### src/rtl/tg2_csr_pkg.sv
`default_nettype none
// ============================================================================
// Module      : tg2_csr_pkg
// Description : Shared types and register offsets for the TG CSR sequencer.
// Revision    : 1.0 - initial release
// ============================================================================
package tg2_csr_pkg;

  // TG CSR block register indices (64-bit registers, 8-byte stride)
  localparam int TG_CTRL_IDX   = 6;
  localparam int TG_STAT_IDX   = 7;
  localparam int TG_CLOCKS_IDX = 10;
  localparam int CSR_ADDR_W    = 21;

  // One TG's status nibble as it appears in TG_STAT
  typedef struct packed {
    logic active;
    logic timeout;
    logic fail;
    logic pass;
  } t_stat_nibble;

  typedef enum logic [2:0] {
    RES_PASS        = 3'd0,
    RES_FAIL        = 3'd1,
    RES_TIMEOUT     = 3'd2,
    RES_POLL_EXPIRE = 3'd3,
    RES_BUS_ERR     = 3'd4,
    RES_BAD_SEL     = 3'd5
  } t_tg_seq_result;

  typedef enum logic [3:0] {
    S_IDLE      = 4'd0,
    S_WR_CTRL   = 4'd1,
    S_WR_RSP    = 4'd2,
    S_POLL_RD   = 4'd3,
    S_POLL_WAIT = 4'd4,
    S_GAP       = 4'd5,
    S_CLK_RD    = 4'd6,
    S_CLK_WAIT  = 4'd7,
    S_DONE      = 4'd8
  } t_seq_state;

  // A run is finished once the TG is idle and reports some verdict
  function automatic logic stat_complete(input t_stat_nibble s);
    return !s.active && (s.timeout || s.fail || s.pass);
  endfunction

  // Verdict priority: timeout beats fail beats pass
  function automatic t_tg_seq_result stat_result(input t_stat_nibble s);
    if (s.timeout)   return RES_TIMEOUT;
    else if (s.fail) return RES_FAIL;
    else             return RES_PASS;
  endfunction

endpackage
`default_nettype wire

### src/rtl/mem_tg_seq_timer.sv
`default_nettype none
// ============================================================================
// Module      : mem_tg_seq_timer
// Description : Loadable down-counter; expired is high while the count is 0.
// Revision    : 1.0 - initial release
// ============================================================================
module mem_tg_seq_timer #(
  parameter int WIDTH = 8
) (
  input  logic             clk,
  input  logic             rst_n,
  input  logic             load,
  input  logic [WIDTH-1:0] load_val,
  input  logic             en,
  output logic             expired
);

  logic [WIDTH-1:0] cnt_q;

  // Load has priority; counting stops at zero
  always_ff @(posedge clk or negedge rst_n) begin
    if (!rst_n)                   cnt_q <= '0;
    else if (load)                cnt_q <= load_val;
    else if (en && cnt_q != '0)   cnt_q <= cnt_q - WIDTH'(1);
  end

  assign expired = (cnt_q == '0);

endmodule
`default_nettype wire

### src/rtl/mem_tg2_csr_seq.sv
`default_nettype none
// ============================================================================
// Module      : mem_tg2_csr_seq
// Description : AVMM initiator that starts one TG through TG_CTRL, polls
//               TG_STAT until it finishes, reads its clock count and reports
//               a result code.
// Revision    : 1.0 - initial release
// ============================================================================
module mem_tg2_csr_seq
  import tg2_csr_pkg::*;
#(
  parameter int NUM_TG      = 4,
  parameter int CTRL_ADDR   = TG_CTRL_IDX * 8,
  parameter int STAT_ADDR   = TG_STAT_IDX * 8,
  parameter int CLOCKS_ADDR = TG_CLOCKS_IDX * 8,
  parameter int POLL_GAP    = 16,
  parameter int MAX_POLLS   = 65535,
  parameter int RSP_TIMEOUT = 1024
) (
  input  logic                      clk,
  input  logic                      rst_n,
  input  logic                      cmd_start,
  input  logic [$clog2(NUM_TG)-1:0] cmd_tg_sel,
  output logic                      busy,
  output logic                      done,
  output logic [2:0]                result,
  output logic [63:0]               clk_count,
  output logic [20:0]               avmm_address,
  output logic                      avmm_read,
  output logic                      avmm_write,
  output logic [63:0]               avmm_writedata,
  output logic [7:0]                avmm_byteenable,
  input  logic                      avmm_waitrequest,
  input  logic [63:0]               avmm_readdata,
  input  logic                      avmm_readdatavalid,
  input  logic                      avmm_writeresponsevalid
);

  localparam int SEL_W    = $clog2(NUM_TG);
  localparam int WD_W     = $clog2(RSP_TIMEOUT + 1);
  localparam int GAP_W    = $clog2(POLL_GAP + 2);
  localparam int GAP_LOAD = (POLL_GAP > 0) ? POLL_GAP - 1 : 0;

  t_seq_state     state_q, state_d;
  t_tg_seq_result result_q, res_nxt;
  logic [SEL_W-1:0] sel_q;
  logic [15:0]      poll_cnt_q;
  logic [63:0]      clk_count_q;
  logic             start, set_res, poll_inc, latch_clk;
  logic             wd_load, wd_exp, gap_load, gap_exp;
  logic [5:0]       nib_lsb;
  t_stat_nibble     stat_nib;

  assign nib_lsb  = 6'(4 * (32'(sel_q) % 16));
  assign stat_nib = t_stat_nibble'(avmm_readdata[nib_lsb +: 4]);

  // Watchdog restarts on every state change, so each command assertion and
  // each response wait gets a full RSP_TIMEOUT budget.
  assign wd_load  = (state_d != state_q) ||
                    (state_q == S_IDLE) || (state_q == S_GAP) || (state_q == S_DONE);
  // Gap timer is held loaded until the sequencer sits in GAP
  assign gap_load = (state_q != S_GAP);

  mem_tg_seq_timer #(.WIDTH(WD_W)) u_wd_timer (
    .clk      (clk),
    .rst_n    (rst_n),
    .load     (wd_load),
    .load_val (WD_W'(RSP_TIMEOUT - 1)),
    .en       (1'b1),
    .expired  (wd_exp)
  );

  mem_tg_seq_timer #(.WIDTH(GAP_W)) u_gap_timer (
    .clk      (clk),
    .rst_n    (rst_n),
    .load     (gap_load),
    .load_val (GAP_W'(GAP_LOAD)),
    .en       (1'b1),
    .expired  (gap_exp)
  );

  // State register
  always_ff @(posedge clk or negedge rst_n) begin
    if (!rst_n) state_q <= S_IDLE;
    else        state_q <= state_d;
  end

  // Next-state, bus command and datapath control decode
  always_comb begin
    state_d         = state_q;
    start           = 1'b0;
    set_res         = 1'b0;
    res_nxt         = RES_PASS;
    poll_inc        = 1'b0;
    latch_clk       = 1'b0;
    avmm_read       = 1'b0;
    avmm_write      = 1'b0;
    avmm_address    = '0;
    avmm_writedata  = '0;
    case (state_q)
      S_IDLE: begin
        if (cmd_start) begin
          start = 1'b1;
          if (32'(cmd_tg_sel) >= NUM_TG) begin
            state_d = S_DONE;
            set_res = 1'b1;
            res_nxt = RES_BAD_SEL;
          end else begin
            state_d = S_WR_CTRL;
          end
        end
      end
      S_WR_CTRL: begin
        avmm_write     = 1'b1;
        avmm_address   = 21'(CTRL_ADDR);
        avmm_writedata = 64'(1) << sel_q;
        if (!avmm_waitrequest) state_d = S_WR_RSP;
        else if (wd_exp) begin state_d = S_DONE; set_res = 1'b1; res_nxt = RES_BUS_ERR; end
      end
      S_WR_RSP: begin
        if (avmm_writeresponsevalid) state_d = S_POLL_RD;
        else if (wd_exp) begin state_d = S_DONE; set_res = 1'b1; res_nxt = RES_BUS_ERR; end
      end
      S_POLL_RD: begin
        avmm_read    = 1'b1;
        avmm_address = 21'(STAT_ADDR + 8 * (32'(sel_q) / 16));
        if (!avmm_waitrequest) state_d = S_POLL_WAIT;
        else if (wd_exp) begin state_d = S_DONE; set_res = 1'b1; res_nxt = RES_BUS_ERR; end
      end
      S_POLL_WAIT: begin
        if (avmm_readdatavalid) begin
          if (stat_complete(stat_nib)) begin
            set_res = 1'b1;
            res_nxt = stat_result(stat_nib);
            state_d = S_CLK_RD;
          end else begin
            poll_inc = 1'b1;
            if (({1'b0, poll_cnt_q} + 17'd1) == 17'(MAX_POLLS)) begin
              state_d = S_DONE;
              set_res = 1'b1;
              res_nxt = RES_POLL_EXPIRE;
            end else if (POLL_GAP == 0) begin
              state_d = S_POLL_RD;
            end else begin
              state_d = S_GAP;
            end
          end
        end else if (wd_exp) begin
          state_d = S_DONE; set_res = 1'b1; res_nxt = RES_BUS_ERR;
        end
      end
      S_GAP: begin
        if (gap_exp) state_d = S_POLL_RD;
      end
      S_CLK_RD: begin
        avmm_read    = 1'b1;
        avmm_address = 21'(CLOCKS_ADDR + 8 * 32'(sel_q));
        if (!avmm_waitrequest) state_d = S_CLK_WAIT;
        else if (wd_exp) begin state_d = S_DONE; set_res = 1'b1; res_nxt = RES_BUS_ERR; end
      end
      S_CLK_WAIT: begin
        if (avmm_readdatavalid) begin
          latch_clk = 1'b1;
          state_d   = S_DONE;
        end else if (wd_exp) begin
          state_d = S_DONE; set_res = 1'b1; res_nxt = RES_BUS_ERR;
        end
      end
      S_DONE:  state_d = S_IDLE;
      default: state_d = S_IDLE;
    endcase
  end

  // Run context: selected TG, poll count, verdict and clock count
  always_ff @(posedge clk or negedge rst_n) begin
    if (!rst_n) begin
      sel_q       <= '0;
      poll_cnt_q  <= '0;
      clk_count_q <= '0;
      result_q    <= RES_PASS;
    end else begin
      if (start) begin
        sel_q       <= cmd_tg_sel;
        poll_cnt_q  <= '0;
        clk_count_q <= '0;
      end
      if (poll_inc && poll_cnt_q != 16'(MAX_POLLS)) poll_cnt_q <= poll_cnt_q + 16'd1;
      if (latch_clk) clk_count_q <= avmm_readdata;
      if (set_res)   result_q    <= res_nxt;
    end
  end

  // Byte enables only matter with a command, so they follow it and read 0 in reset
  assign avmm_byteenable = (avmm_read || avmm_write) ? 8'hff : 8'h00;
  assign busy            = (state_q != S_IDLE) && (state_q != S_DONE);
  assign done            = (state_q == S_DONE);
  assign result          = result_q;
  assign clk_count       = clk_count_q;

endmodule
`default_nettype wire
### config.mk
export PLATFORM = sky130hd
export DESIGN_NAME = mem_tg2_csr_seq
export DESIGN_NICKNAME = d
export VERILOG_FILES = /design/src/rtl/tg2_csr_pkg.sv /design/src/rtl/mem_tg_seq_timer.sv /design/src/rtl/mem_tg2_csr_seq.sv
export SDC_FILE = /design/constraint.sdc
export NUM_CORES = 1
export LEC_CHECK = 0
export CAP_MARGIN = 15
export CORE_MARGIN = 2
export CORE_UTILIZATION = 40
export CTS_CLUSTER_SIZE = 25
export DETAILED_ROUTE_END_ITERATION = 12
export MAX_ROUTING_LAYER = met4
export PLACE_DENSITY_LB_ADDON = 0.3
export RECOVER_POWER = 50
export SLEW_MARGIN = 10
export SYNTH_ARGS = -nofsm -noshare
export SYNTH_HDL_FRONTEND = slang
export SYNTH_SLANG_ARGS = --single-unit
### constraint.sdc
create_clock -name clk -period 5.4 [get_ports clk]
set_input_delay 1.08 -clock clk [delete_from_list [all_inputs] [get_ports clk]]
set_output_delay 1.08 -clock clk [all_outputs]
set_load 0.01 [all_outputs]
== Word level (Yosys, flattened, before mapping) ==
Cells that the tools add are included.
Word-level totals
  flip-flop bits (word level): 105
Operators by class
  add/sub/neg operators: 5
  equality and inequality tests: 13
  shift-type cells: 2
  muxes and demuxes: 50
  reductions and logical operators: 22
Operator list (count)
  $mux 64: 3
  $shiftx 64x5->4: 1
  $shl 1x2->64 const A: 1
  $mux 4: 11
  $mux 16: 2
  $pmux 4 s8: 1
  $pmux 8 s3: 1
  $mux 11: 2
  $mux 3: 6
  $add 16x1->17 const B: 1
  $eq 17x16->1 const B: 1
  $mux 1: 17
  $add 16x1->16 const B: 1
  $eq 4x3->1 const B: 4
  $ne 16x16->1 const B: 1
  $pmux 3 s4: 1
  $logic_not 11->1: 1
  $reduce_bool 11->1: 1
  $sub 11x1->11 const B: 1
  $mux 5: 2
  $add 7x5->8 const A: 1
  $eq 4x2->1 const B: 2
  $mux 8: 1
  $reduce_bool 2->1: 4
  17 further kinds: 25

== Logic depth before layout (Yosys ltp) ==
Gate-level depths: netlist of run 1.
  depth in word-level cells: 12
  gate-level depth with buffers: 11
  mapped depth without buffers: 9

== By module ==
Synthesis of run 1 repeated with hierarchy kept, for this count alone.
Second synthesis, totals
  cells, all modules: 584
  area total of the unflattened synthesis: 5840.6 sq um
By module, submodules not included
  mem_tg2_csr_seq: times used 1, cells each 477, area an instance 4837.1 sq um, seq. area each 2227.1 sq um
  mem_tg_seq_timer at u_wd_timer: times used 1, cells each 75, area an instance 699.4 sq um, seq. area each 275.3 sq um
  mem_tg_seq_timer at u_gap_timer: times used 1, cells each 32, area an instance 304.0 sq um, seq. area each 125.1 sq um

== Worst setup path after synthesis of run 1 ==
No wires, ideal clock.
  path type: input -> register
  from: input avmm_readdata[14]
  to: register poll_cnt_q[5]
  library setup time: 0.132 ns
  data arrival time: 2.752 ns
  data required time: 5.268 ns
  path slack: 2.517 ns
  cell stages on the path: 8
  path buffers: 1
  cell sequence: mux4_2 -> nor3_2 -> nor2_1 -> a311oi_2 -> nor2_2 -> buf_6 -> o21ai_0 -> o31ai_1
Between the ends
  word-level cells in the longest chain between the ends: 9
RTL lines
  from (decl): line mem_tg2_csr_seq.sv:34  | input logic [63:0] avmm_readdata,
  $shiftx 64x5->4 *: line mem_tg2_csr_seq.sv:55  | assign stat_nib = t_stat_nibble'(avmm_readdata[nib_lsb +: 4]);
  $logic_or 1x1->1 * (2 in a row): line tg2_csr_pkg.sv:46  | return !s.active && (s.timeout || s.fail || s.pass);
  $logic_and 1x1->1 *: line tg2_csr_pkg.sv:46
  $mux 1 *: line mem_tg2_csr_seq.sv:132  | if (stat_complete(stat_nib)) begin
  $mux 1 *: line mem_tg2_csr_seq.sv:131  | if (avmm_readdatavalid) begin
  $mux 1 *: line mem_tg2_csr_seq.sv:100  | case (state_q)
  $logic_and 1x1->1 *: line mem_tg2_csr_seq.sv:187  | if (poll_inc && poll_cnt_q != 16'(MAX_POLLS)) poll_cnt_q <= poll_cnt_q + 16'd1;
  $mux 16 / $reduce_bool 2->1 (equally long branches)
  to (signal assigned): line mem_tg2_csr_seq.sv:187
  to (decl): line mem_tg2_csr_seq.sv:47  | logic [15:0] poll_cnt_q;
Every way passes the cells marked *; elsewhere a longest branch is shown, timed or not.
A chain may end at the register's enable or synchronous reset.

== Worst setup path after layout of run 1 ==
  from: register state_q[2]
  to: output avmm_byteenable[0]
Between the ends
  word-level cells in the longest chain between the ends: 5
RTL lines
  from (decl): line mem_tg2_csr_seq.sv:44  | t_seq_state state_q, state_d;
  from (signal assigned): line mem_tg2_csr_seq.sv:85  | else state_q <= state_d;
  $eq 4x3->1 / $eq 4x2->1 (equally long branches): line mem_tg2_csr_seq.sv:100
  $reduce_or 2->1 (no source line)
  $mux 1: line mem_tg2_csr_seq.sv:100
  $logic_or 1x1->1 *: line mem_tg2_csr_seq.sv:194  | assign avmm_byteenable = (avmm_read || avmm_write) ? 8'hff : 8'h00;
  $mux 8 *: line mem_tg2_csr_seq.sv:194
  to (decl): line mem_tg2_csr_seq.sv:32  | output logic [7:0] avmm_byteenable,
Marked as above.

==> flow_summary.toml, run 1 <==
[status]
status = "finished with violations"
violations = "capacitance limit, slew limit"

[timing]
layout_worst_path_cycle_share_pct = 66.4
fin_setup_tns_ns = 0
slew_headroom_pct = -34.9
clock_skew_ns = 0.0106
tightest_slew_ns = 2.02
rsz0062_at_grt = "no"
setup_viol = 0
fmax_mhz = 279
min_period_ns = 3.59
hold_viol_final = 0
slew_violations = 38

[clocking]
cts.sinks = 105
cts_made_buffers = 9
cts_setup_buffers = 0
htreeDepth = 3
ctsHoldBuffers = 0
post_cts_resized = 0
insertion_delay_ns = 0.35
root_buffer = "clkbuf_16"
cts_buffer_depth = 2
cts_tree = "yes"
cts.clk_slew.worst_paths_ns = 0.08

[grt]
met3_usage_pct = 3.19
antenna_found_initial = 0
gr-usage-all-layers_pct = 20.4
gr-total-overflow = 0
use_met2_pct = 32.7
gr-max-usage-layer = "met2"
grt_pass1_wl_um = 25200
grt_pass1_vias = 4600
use_met1_pct = 26.1
grt_max_degree = 70

[setup_path]
critPathMaxFanout = 24
required_ns = 4.32
reg2reg_to = "poll_cnt_q[5]$_DFFE_PN0P_"
r2r_slack_ns = 2.22
worstSetupStartpointType = "register"
critPathCaptureType = "output port"
worstPathArrival_ns = 2.51
reg2regPathDepth = 8
crit_type = "reg2out"
r2r-start = "poll_cnt_q[0]$_DFFE_PN0P_"

[yosys]
yosysTopAreaCell = "dfrtp_1"
syn_avg_cell_area_sq_um = 9.88
synth_most_common_cell = "dfrtp_1"
synth-seq-cells = 105
ys.warnings.count = 0
synth_ff_type = "dfrtp_1"
synth_common_cells = "dfrtp_1, buf_4, a22o_1"
synth_top_area_share_pct = 44.3
synthArstFlopShare_pct = 100
netlist_instances = 600
yosysSeqAreaShare_pct = 44.3
synthesis.area_sq_um = 5930
ys_types = 67
ys_top_cells_by_area = "dfrtp_1, buf_4, a22o_1"
synth_edf_count = 0

[pwr]
p_int_mw = 1.79
power.share.combinational_pct = 38.1
power.density_nw_per_um2 = 370
sw_frac_of_total_pct = 36.0
clockPowerShare_pct = 23.5
cellLeakagePower_nw = 3.41
vdd_drop_max_mv = 0.201
pwr-share-seq_pct = 38.4
switchingPower_mw = 1.00

[final_layout]
nets = 806
drive_above_1_share_pct = 6.13
stdcell_count = 918
utilization_pct = 52.1
n_fill_cell = 1266
antennaDiodeCount = 0
area_delta_synth_final_pct = 27.3

[floorplanning]
num_rows = 44
dieArea_sq_um = 15800
die_w_um = 126
pin_count = 236
die_h_um = 126
start_util_pct = 40.9
coreArea_sq_um = 14500

[placement]
io_buffers = 158
dp.cells = 902
dp_hpwl_um = 11400
gp_congestion = 0.917

[drt]
via_count = 4806
drt_iter0_markers = 466
routedWlPerCell_um = 17.1
drtAntennaViolNets = 0
firstDrtPassIters = 4
routed_wl_um = 15700
viasPerCell = 5.24
drc = 0

[hold_path]
hp-class = "reg2reg"
min-delay-start = "clk_count[33]$_DFFE_PN0P_"
min_to = "clk_count[33]$_DFFE_PN0P_"
holdPathStages = 1

[flow_run]
maxCapViolCount = 1
## kinds of logic after synthesis
kind of cell	share of synthesized area (%)
XOR/XNOR	2.51
AND/OR/NAND/NOR	15.9
buffers and inverters	15.0
multiplexers	1.69
flip-flops	44.3
AO/OA/AOI/OAI	19.4
adder cells (fa/ha/maj)	1.06
other	0.0633
## critical path, cell delays in order (launching register included)
cell	delay, ns
dfrtp_1	0.78
nand3b_1	0.16
a21oi_1	0.55
clkdlybuf4s50_1	0.67
## power groups by stage
stage	Sequential (mW)	Combinational, mW	Clock (mW)
floorplan	1.05	0.657	0
global placement	1.08	1.07	0
detailed placement	1.09	1.09	0
CTS	1.07	1.10	0.672
global route	1.10	1.16	0.707
finish	1.07	1.06	0.655
## cell usage in the layout, fill, tap and decap left out, types with 4 or more instances in the layout
master           instances
a21oi_1                 19
a22o_1                  65
and3_1                   7
buf_4                    4
clkbuf_16                9
clkdlybuf4s50_1        120
conb_1                  77
dfrtp_1                105
dlygate4sd3_1           37
ha_1                     5
inv_1                   19
mux4_2                   4
nand2_1                 41
nand2b_1                 5
nand3_1                 12
nand4_1                 15
nor2_1                  31
nor2b_1                  6
nor3_1                  12
nor4_1                   7
o21ai_0                 33
o21ai_1                  4
o31ai_1                  6
xnor2_1                  8
xor2_1                   9
## area by class of cell
class / instances / area, sq um / share of cell area [%]
Clock buffer: 11 / 253 / 3.35
Clock inverter: 5 / 43.8 / 0.580
Inverter: 19 / 71.3 / 0.945
Multi-Input combinational cell: 431 / 2710 / 35.9
Sequential cell: 105 / 2630 / 34.8
Tap cell: 184 / 230 / 3.05
Timing Repair Buffer: 163 / 1610 / 21.3
## routing by layer
metal  wire (um)  vias to the layer above
li1            -                     2266
met1        6610                     2343
met2        7860                      170
met3         771                       27
met4         432                        0
met5           0                        -
## worst max path at each step
| stage | startpoint | cells after the start | end | slack [ns] |
|---|---|---|---|---|
| CTS | state_q[2]$_DFF_PN0_ | 3 | avmm_byteenable[0] | 1.79 |
| global placement | avmm_readdata[14] | 7 | u_wd_timer.cnt_q[10]$_DFFE_PN0P_ | 1.68 |
| floorplan | avmm_readdata[14] | 8 | poll_cnt_q[5]$_DFFE_PN0P_ | 2.52 |
| finish | state_q[2]$_DFF_PN0_ | 3 | avmm_byteenable[0] | 1.81 |
| detailed placement | avmm_readdata[14] | 7 | u_wd_timer.cnt_q[0]$_DFFE_PN0P_ | 1.57 |
| global route | rst_n | 2 | poll_cnt_q[15]$_DFFE_PN0P_ | 1.57 |
## stage by stage
stage / hold WS, ns / setup WS, ns / area, sq um / total power [mW]
CTS: 0.504 / 1.79 / 7550 / 2.84
global placement: 0.482 / 1.68 / 7260 / 2.15
floorplan: 0.497 / 2.52 / 6210 / 1.71
detailed placement: 0.482 / 1.57 / 7260 / 2.18
global route: 0.509 / 1.57 / 7540 / 2.96
finish: 0.496 / 1.81 / 7540 / 2.79
## state kept, by name, summed over array words and instances (netlist names)
register           count
state_q                4
result                 3
u_gap_timer.cnt_q      5
sel_q                  2
clk_count             64
u_wd_timer.cnt_q      11
poll_cnt_q            16
No activity file was read; power rests on OpenSTA's default activity.
==> run 2, diff against run 1 <==
clock period = 3.5 ns   (was 5.4 ns; I/O delays follow)
==> run 2 against run 1 <==
The run still ends with capacitance limit, slew limit left. Sequential power rose by 51%. Sequential share of layout area fell by 0.27 points. Hold slack got worse by 0.0015 ns. Critical path type unchanged.
==> flow_summary.toml, run 2 (synthesis gave the netlist of run 1 again) <==
[clocking]
cts_tree = "yes"
cts.clk_slew.worst_paths_ns = 0.07
root_buffer = "clkbuf_16"
ctsHoldBuffers = 0
insertion_delay_ns = 0.35
cts_made_buffers = 9
cts.sinks = 105
cts_setup_buffers = 0
htreeDepth = 3
cts_buffer_depth = 2

[timing]
setup_ws_ns = 0.382
clock_skew_ns = 0.00866
fmax_mhz = 321
fin_setup_tns_ns = 0
layout_worst_path_cycle_share_pct = 89.1
setup_viol = 0
hold_viol_final = 0
tightest_slew_ns = 2.49
min_period_ns = 3.12
hold_ws_ns = 0.495
slew_headroom_pct = -66.1
slew_violations = 45
rsz0062_at_grt = "no"

[floorplanning]
pin_count = 236
num_rows = 44
start_util_pct = 40.9
die_w_um = 126
coreArea_sq_um = 14500
die_h_um = 126
dieArea_sq_um = 15800

[setup_path]
r2r_slack_ns = 0.54
critPathTopFamily = "flip-flops"
required_ns = 2.80
worstSetupStartpointType = "register"
crit_type = "reg2out"
critPathMaxStageDelay_ns = 0.69
worstPathCellList = "nand2b_1 > a21oi_1 > clkdlybuf4s50_1"
critPathMaxFanout = 19
worstPathArrival_ns = 2.42
worst-path-buf-inv = 1
cp_slowest_cell = "dfrtp_1"
critPathCaptureType = "output port"

[pwr]
cellLeakagePower_nw = 3.45
vdd_drop_max_mv = 0.322
power.density_nw_per_um2 = 574

[placement]
gp_congestion = 0.909
dp_hpwl_um = 11300
dp.cells = 909
io_buffers = 158
pre_cts_slack_ns = 0.200

[final_layout]
final_common_cell = "clkdlybuf4s50_1"
multi_input_area_sq_um = 2710
drive_above_1_share_pct = 7.15
final_cell_mix = "clkdlybuf4s50_1, dfrtp_1, conb_1"
seq_area_sq_um = 2630
n_fill_cell = 1280
antennaDiodeCount = 0
nets = 813
stdcell_count = 925
area_delta_synth_final_pct = 28.3
largest_reg_flops = 64

[grt]
gr-total-overflow = 0
gr-usage-all-layers_pct = 19.8
antenna_found_initial = 0
grt_max_degree = 65
grt_pass1_wl_um = 24700
grt_pass1_vias = 4627

[drt]
drc = 0
routed_wl_um = 15300
via_count = 4863
drtAntennaViolNets = 0
drt_iter0_markers = 375
firstDrtPassIters = 5
routedWlPerCell_um = 16.6
viasPerCell = 5.26

[status]
status = "finished with violations"
violations = "capacitance limit, slew limit"

[flow_run]
maxCapViolCount = 1

[hold_path]
hp-class = "reg2reg"
==> run 2: power breakdown <==
group          leakage, nW  internal (mW)  total (mW)  switching (mW)
registers             1.38           1.42        1.62           0.202
clock network        0.145          0.522        1.02           0.496
logic                 1.93          0.851        1.73           0.879
==> run 2: worst paths after layout <==
check,from,end,cells past startpoint
max reg2reg,poll_cnt_q[0]$_DFFE_PN0P_,state_q[2]$_DFF_PN0_,8
min in group asynchronous,rst_n,poll_cnt_q[9]$_DFFE_PN0P_,1
max in group asynchronous,rst_n,clk_count[30]$_DFFE_PN0P_,2
max,state_q[0]$_DFF_PN0_,avmm_byteenable[0],3
min,clk_count[50]$_DFFE_PN0P_,clk_count[50]$_DFFE_PN0P_,1
min reg2reg,clk_count[50]$_DFFE_PN0P_,clk_count[50]$_DFFE_PN0P_,1
==> run 2: routing by layer <==
layer | global-route usage (%) | routed length, um
met5 | - | 0
met4 | 5.23 | 258
met3 | 4.59 | 872
met2 | 32.5 | 7670
met1 | 24.9 | 6530
==> run 2: cell type report <==
cell class	instances	area share, %
Clock inverter	6	0.773
Tap cell	184	3.03
Clock buffer	10	3.14
Sequential cell	105	34.6
Multi-Input combinational cell	431	35.7
Inverter	19	0.938
Timing Repair Buffer	170	21.9
==> run 2: worst reg2reg max path: cells and delay by family, from the launching register on <==
| kind | cells | cell delay, ns |
|---|---|---|
| AND/OR/NAND/NOR | 5 | 1.46 |
| flip-flops | 1 | 0.50 |
| AO/OA/AOI/OAI | 1 | 0.34 |
| adder cells (fa/ha/maj) | 1 | 0.32 |
| XOR/XNOR | 1 | 0.22 |
==> run 2: repair_timing <==
action                                 in CTS  in global routing
endpoints found under the hold margin       0                  0
resized for setup                           0                  1
setup endpoints to repair                   0                  2
==> run 2: per-stage QoR <==
step | cell area, sq um | power, mW | util, %
final | 7600 | 4.37 | 52.5
after global placement | 7320 | 3.37 | 50.6
after floorplan | 6210 | 2.64 | -
after CTS | 7620 | 4.44 | 52.6
after detailed placement | 7320 | 3.41 | 50.6
after global routing | 7600 | 4.62 | 52.5
==> run 3, diff against run 2 <==
CTS_CLUSTER_DIAMETER = 150   (was not set)
CTS_CLUSTER_SIZE = not set   (was 25)
==> results of run 3 <==
The final DEF is identical to that of run 2; final timing and power are the same.
